File: config.mk
export PLATFORM = sky130hd
export DESIGN_NAME = msg_sched_stream
export DESIGN_NICKNAME = d
export VERILOG_FILES = /design/src/rtl/msg_sched_stream.sv
export SDC_FILE = /design/constraint.sdc
export NUM_CORES = 2
export LEC_CHECK = 0
export CORE_MARGIN = 1.5
export CORE_UTILIZATION = 37
export DETAILED_ROUTE_END_ITERATION = 10
export GPL_ROUTABILITY_DRIVEN = 0
export PLACE_DENSITY = 0.58
export SLEW_MARGIN = 20
export SYNTH_ARGS = -nofsm -noshare
export SYNTH_HDL_FRONTEND = slang
export SYNTH_SLANG_ARGS = --single-unit
File: constraint.sdc
create_clock -name clk -period 15 [get_ports clk]
set_clock_uncertainty 0.1 [all_clocks]
set_input_delay 3 -clock clk [delete_from_list [all_inputs] [get_ports clk]]
set_output_delay 3 -clock clk [all_outputs]
set_load 0.01 [all_outputs]
File: src/rtl/msg_sched_stream.sv
// Streaming SHA-2 message schedule: 16 words in, W[0..NUM_ROUNDS-1] out via one registered slot.
// One cycle from input handshake to out_valid; a stalled slot holds its word and drops in_ready.
module msg_sched_stream #(
  parameter int WORD_W     = 32,
  parameter int NUM_ROUNDS = 64
) (
  input  logic              clk,
  input  logic              rst_n,
  input  logic              start_in,
  input  logic              abort_in,
  input  logic              in_valid,
  output logic              in_ready,
  input  logic [WORD_W-1:0] in_data,
  output logic              out_valid,
  input  logic              out_ready,
  output logic [WORD_W-1:0] out_data,
  output logic [6:0]        out_round,
  output logic              out_last,
  output logic              busy,
  output logic [1:0]        o_state
);

  typedef enum logic [1:0] {IDLE = 2'b00, LOAD = 2'b01, EXPAND = 2'b10, DRAIN = 2'b11} state_t;

  localparam logic [6:0] LAST_T = 7'(NUM_ROUNDS - 1);

  state_t            state, state_nxt;
  logic [6:0]        t;
  logic [3:0]        t4;
  logic [WORD_W-1:0] win [16];
  logic              free, in_hs, exp_step;
  logic [WORD_W-1:0] w_new;

  function automatic logic [WORD_W-1:0] rotr(input logic [WORD_W-1:0] x, input int n);
    return (x >> n) | (x << (WORD_W - n));
  endfunction

  function automatic logic [WORD_W-1:0] sig0(input logic [WORD_W-1:0] x);
    if (WORD_W == 64) return rotr(x, 1) ^ rotr(x, 8) ^ (x >> 7);
    else              return rotr(x, 7) ^ rotr(x, 18) ^ (x >> 3);
  endfunction

  function automatic logic [WORD_W-1:0] sig1(input logic [WORD_W-1:0] x);
    if (WORD_W == 64) return rotr(x, 19) ^ rotr(x, 61) ^ (x >> 6);
    else              return rotr(x, 17) ^ rotr(x, 19) ^ (x >> 10);
  endfunction

  assign t4       = t[3:0];
  assign free     = !out_valid || out_ready;
  assign in_ready = (state == LOAD) && free;
  assign in_hs    = in_valid && in_ready;
  assign exp_step = (state == EXPAND) && free;
  assign busy     = (state != IDLE);
  assign o_state  = state;

  // Window offsets -2, -7, -15, -16 expressed as 4-bit wrap-around adds; slot t4 still holds W[t-16].
  assign w_new = sig1(win[t4 + 4'd14]) + win[t4 + 4'd9] + sig0(win[t4 + 4'd1]) + win[t4];

  always_ff @(posedge clk or negedge rst_n) begin
    if (!rst_n) state <= IDLE;
    else        state <= state_nxt;
  end

  always_comb begin
    state_nxt = state;
    if (abort_in) begin
      state_nxt = IDLE;
    end else begin
      unique case (state)
        IDLE:    if (start_in) state_nxt = LOAD;
        LOAD:    if (in_hs && t == 7'd15) state_nxt = EXPAND;
        EXPAND:  if (exp_step && t == LAST_T) state_nxt = DRAIN;
        DRAIN:   if (out_valid && out_ready) state_nxt = IDLE;
        default: state_nxt = IDLE;
      endcase
    end
  end

  always_ff @(posedge clk or negedge rst_n) begin
    if (!rst_n) begin
      t         <= '0;
      out_valid <= 1'b0;
      out_data  <= '0;
      out_round <= '0;
      out_last  <= 1'b0;
      for (int i = 0; i < 16; i++) win[i] <= '0;
    end else if (abort_in) begin
      t         <= '0;
      out_valid <= 1'b0;
      out_last  <= 1'b0;
    end else begin
      unique case (state)
        IDLE: if (start_in) t <= '0;
        LOAD: begin
          if (in_hs) begin
            win[t4]   <= in_data;
            out_data  <= in_data;
            out_round <= t;
            out_valid <= 1'b1;
            t         <= t + 7'd1;
          end else if (free) begin
            out_valid <= 1'b0;
          end
        end
        EXPAND: begin
          if (exp_step) begin
            win[t4]   <= w_new;
            out_data  <= w_new;
            out_round <= t;
            out_valid <= 1'b1;
            out_last  <= (t == LAST_T);
            t         <= t + 7'd1;
          end
        end
        DRAIN: begin
          if (out_valid && out_ready) begin
            out_valid <= 1'b0;
            out_last  <= 1'b0;
          end
        end
        default: ;
      endcase
    end
  end

endmodule

==> summary.md <==
| Metric | Value |
|---|---|
| Outcome | finished, final reports clean |
| Die width | between 300 and 400 um |
| Max Cap Viol | 0 |
| Worst r2r path cells | 22 |
| VDD IR max | 0.000149 V |
| P_leak | between 15 and 20 nW |
| HPWL after DPL | between 70000 and 80000 um |
| Critical Path, Cell by Cell | buf_4 -> nand2_1 -> xor2_4 -> buf_4 -> mux4_2 -> xnor2_1 -> xnor2_1 -> fa_1 -> inv_1 -> fa_1 -> inv_1 -> ha_1 -> and2_1 -> a221oi_1 -> o21ai_0 -> a22oi_1 -> a31oi_1 -> and3_1 -> nand4b_1 -> o21ai_0 -> a211oi_4 -> o21ai_0 |
| Vias in the first global route | 25582 |
| # Post-CTS Setup Buffers | 0 |
| FMAX | 111 MHz |
| Global route total overflow | 0 |
| Full die area | 101000 um2 |
| RR Endpoint | win[286] |
| Synthesized area | 36700 um2 |
| Setup crit end | win[286] |
| First-pass iteration count of the detailed router | 5 |
| Crit Path Max Fanout | 58 |
| PwrDens | 204 nW/um2 |
| CP Depth | 22 |
| CP max stage delay | between 800 and 900 ps |
| DRT iter0 DRCs | 2543 |
| Avg WL per Cell | 27.3 um |
| Critical Path Source | t[0] |
| Startpoint Class | flip-flop |
| Post-DR vias/cell | 6.04 |
| Mapped Cells | 3049 |
| Setup crit end kind | flip-flop |
| Port Buf Inserts | 82 |
| Family with the most delay on the worst path | compound AO/OA/AOI/OAI gates |
| CTS tree | yes |
| Hold WC Path Type | reg -> reg |
| Setup tns final | 0 ps |
| RR Startpoint | t[0] |
| Clk_lat worst skew | ~650 ps |
| Starting Density | between 30 and 40% |
| Fin crit period | 9040 ps |
| GRT Total Usage | approximately a quarter |
| Slowest library cell on the worst path | dfrtp_4 |
| Top cells by instance count after synthesis | nand2_1, dfrtp_1, o21ai_0 |
| # nets final | ~3200 |
| Critical path class | reg -> reg |
| Syn_area_per_cell | 12.0 um2 |
| Largest net degree at the start of global routing | 133 |
| Post-synth EDFFs | 0 |
| Post-synth ARST share | 100% |
| CORE AREA | just under 100000 um2 |
| Crit share post-route | 60.2% |
| DRC | 0 |
| CTS H-tree lvls | 3 |
| Dpl cells | 4233 |
| Final setup violation count | 0 |
| Antenna viol nets, final | 0 |
| Die Height | 318 um |
| # hold bufs at CTS | 0 |
| RSZ-0062 raised after global routing | no |
| Overall power | approximately 0.0084 W |
| FF+latch count, synth | 562 |
| Initial antenna violation count | 1 |
| Relative slew slack | around a third |
| Via count | 26271 |
| Final WL | around 120000 um |
| Clk buf depth | 3 |
| CTS clk-pin slew, worst paths | 60 ps |
| Post-route core utilization | 41.8% |
| Cell taking the most area after synthesis | dfrtp_1 |
| Synth area leaders | dfrtp_1, mux4_2, o21ai_0 |
| Clock sinks | 562 |
| Total nets after synthesis | between 3000 and 4000 |
| Netlist cell types | between 50 and 60 |
| Register-to-register setup slack | 5960 ps |
| Yosys warning total | 0 |
| Design area | 41100 um2 |
| Most frequent CP cell | o21ai_0 |
| Fin. max-slew vios | 0 |
| Post-cts gate resize count | 0 |
| Top_reg_cell synth | dfrtp_1 |
| First-pass GRT wire length | 178000 um |
| Req. time, crit path | about 15000 ps |
| Hold Vio Cnt, Final | 0 |
| FILL cells | 9092 |
| Count leader, synth | nand2_1 |
| Ports | 83 |
| Area share of the largest cell type after synthesis | 38.4% |
| Placement Cell Area | 38800 um2 |
| ANT cells | 0 |
| TritonCTS Buffers | 66 |
| Row Count | 115 |
| Non-filler cells, final | 4350 |
| WP buf/inv | 4 |
| Layout area overhead | 12.1% |
| Sequential share of the synthesized area | 38.4% |
| Share of cells above drive strength 1 | 24.9% |
| Worst Path Arrival | around 9400 ps |
| Actual slew at the worst max-slew pin | ~1000 ps |
| Clk root buf | clkbuf_16 |
==> placed cells by master (no fill, tap or decap), types with 8 or more instances in the layout <==
cell type	Yosys	routed
buf_4	2	74
mux2i_1	27	24
nor3_1	8	8
fa_1	62	62
nor2b_1	16	16
clkbuf_1	187	8
xor2_1	24	21
clkinv_2	0	9
inv_1	123	123
mux4_2	504	504
clkdlybuf4s50_1	0	81
clkbuf_8	0	17
dfrtp_1	562	558
nor2_1	20	20
ha_1	41	38
a21o_1	12	12
xnor2_1	122	122
o21ai_0	531	531
nand2_1	567	554
a21oi_1	47	47
nand2_2	0	13
clkbuf_16	0	69
mux2_2	35	35
==> worst min-delay path: stages, from the launching register on <==
cell and delay, ps:
dfrtp_1 340, nand2_1 50, nand2_1 50
==> kinds of logic after synthesis <==
family	after synthesis	synth area share, %
fa+ha+maj	103	4.79
compound gates	635	9.05
flops	562	38.4
mux	569	33.0
simple gates	648	7.07
buf+inv	384	4.15
xor+xnor	148	3.58
==> how the worst min path moves through the flow <==
stage                            start           end  slack, ps  cells past startpoint
after detailed placement  out_round[6]  out_round[6]        370                      2
after global placement    out_round[6]  out_round[6]        360                      2
after global routing       out_data[5]   out_data[5]        420                      2
final                     out_round[5]  out_round[5]        380                      2
after floorplan               win[134]      win[134]        370                      2
after CTS                 out_round[5]  out_round[5]        390                      2
==> state kept, by name, indices dropped and copies added (netlist names) <==
register / count
out_last: 1
win: 512
out_data: 32
out_round: 7
t: 7
out_valid: 1
o_state: 2
==> report_power, final <==
group / leakage [nW] / switching [W] / internal (W)
registers: 7.69 / 0.000195 / 0.00169
clock network: 1.12 / 0.000686 / 0.00103
logic: 7.57 / 0.00286 / 0.00193
total: 16.4 / 0.00374 / 0.00465
==> metal layers <==
metal  vias to the layer above  track usage (%)  wire [um]
li1                      11178                -          -
met1                     13699             33.5      50200
met2                      1211             37.0      55400
met3                       183             4.44       9550
met4                         0             7.46       3430
met5                         -                0          0
==> layout make-up <==
cell class | instances | area (um2) | area share (%)
clock inverter | 23 | 290 | 0.707
tap | 1287 | 1610 | 3.92
timing repair buffer | 158 | 1420 | 3.46
sequential | 562 | 14100 | 34.3
multi-input combinational | 2103 | 21200 | 51.7
inverter | 123 | 462 | 1.12
clock buffer | 94 | 1990 | 4.85
==> stage by stage <==
step	worst slack [ps]	hold WS, ps
6_report	5960	376
5_1_grt	5390	416
4_1_cts	5870	387
3_5_place_dp	5880	370
3_3_place_gp	6070	363
2_1_floorplan	6250	375
Power figures use the tool's default switching activity.
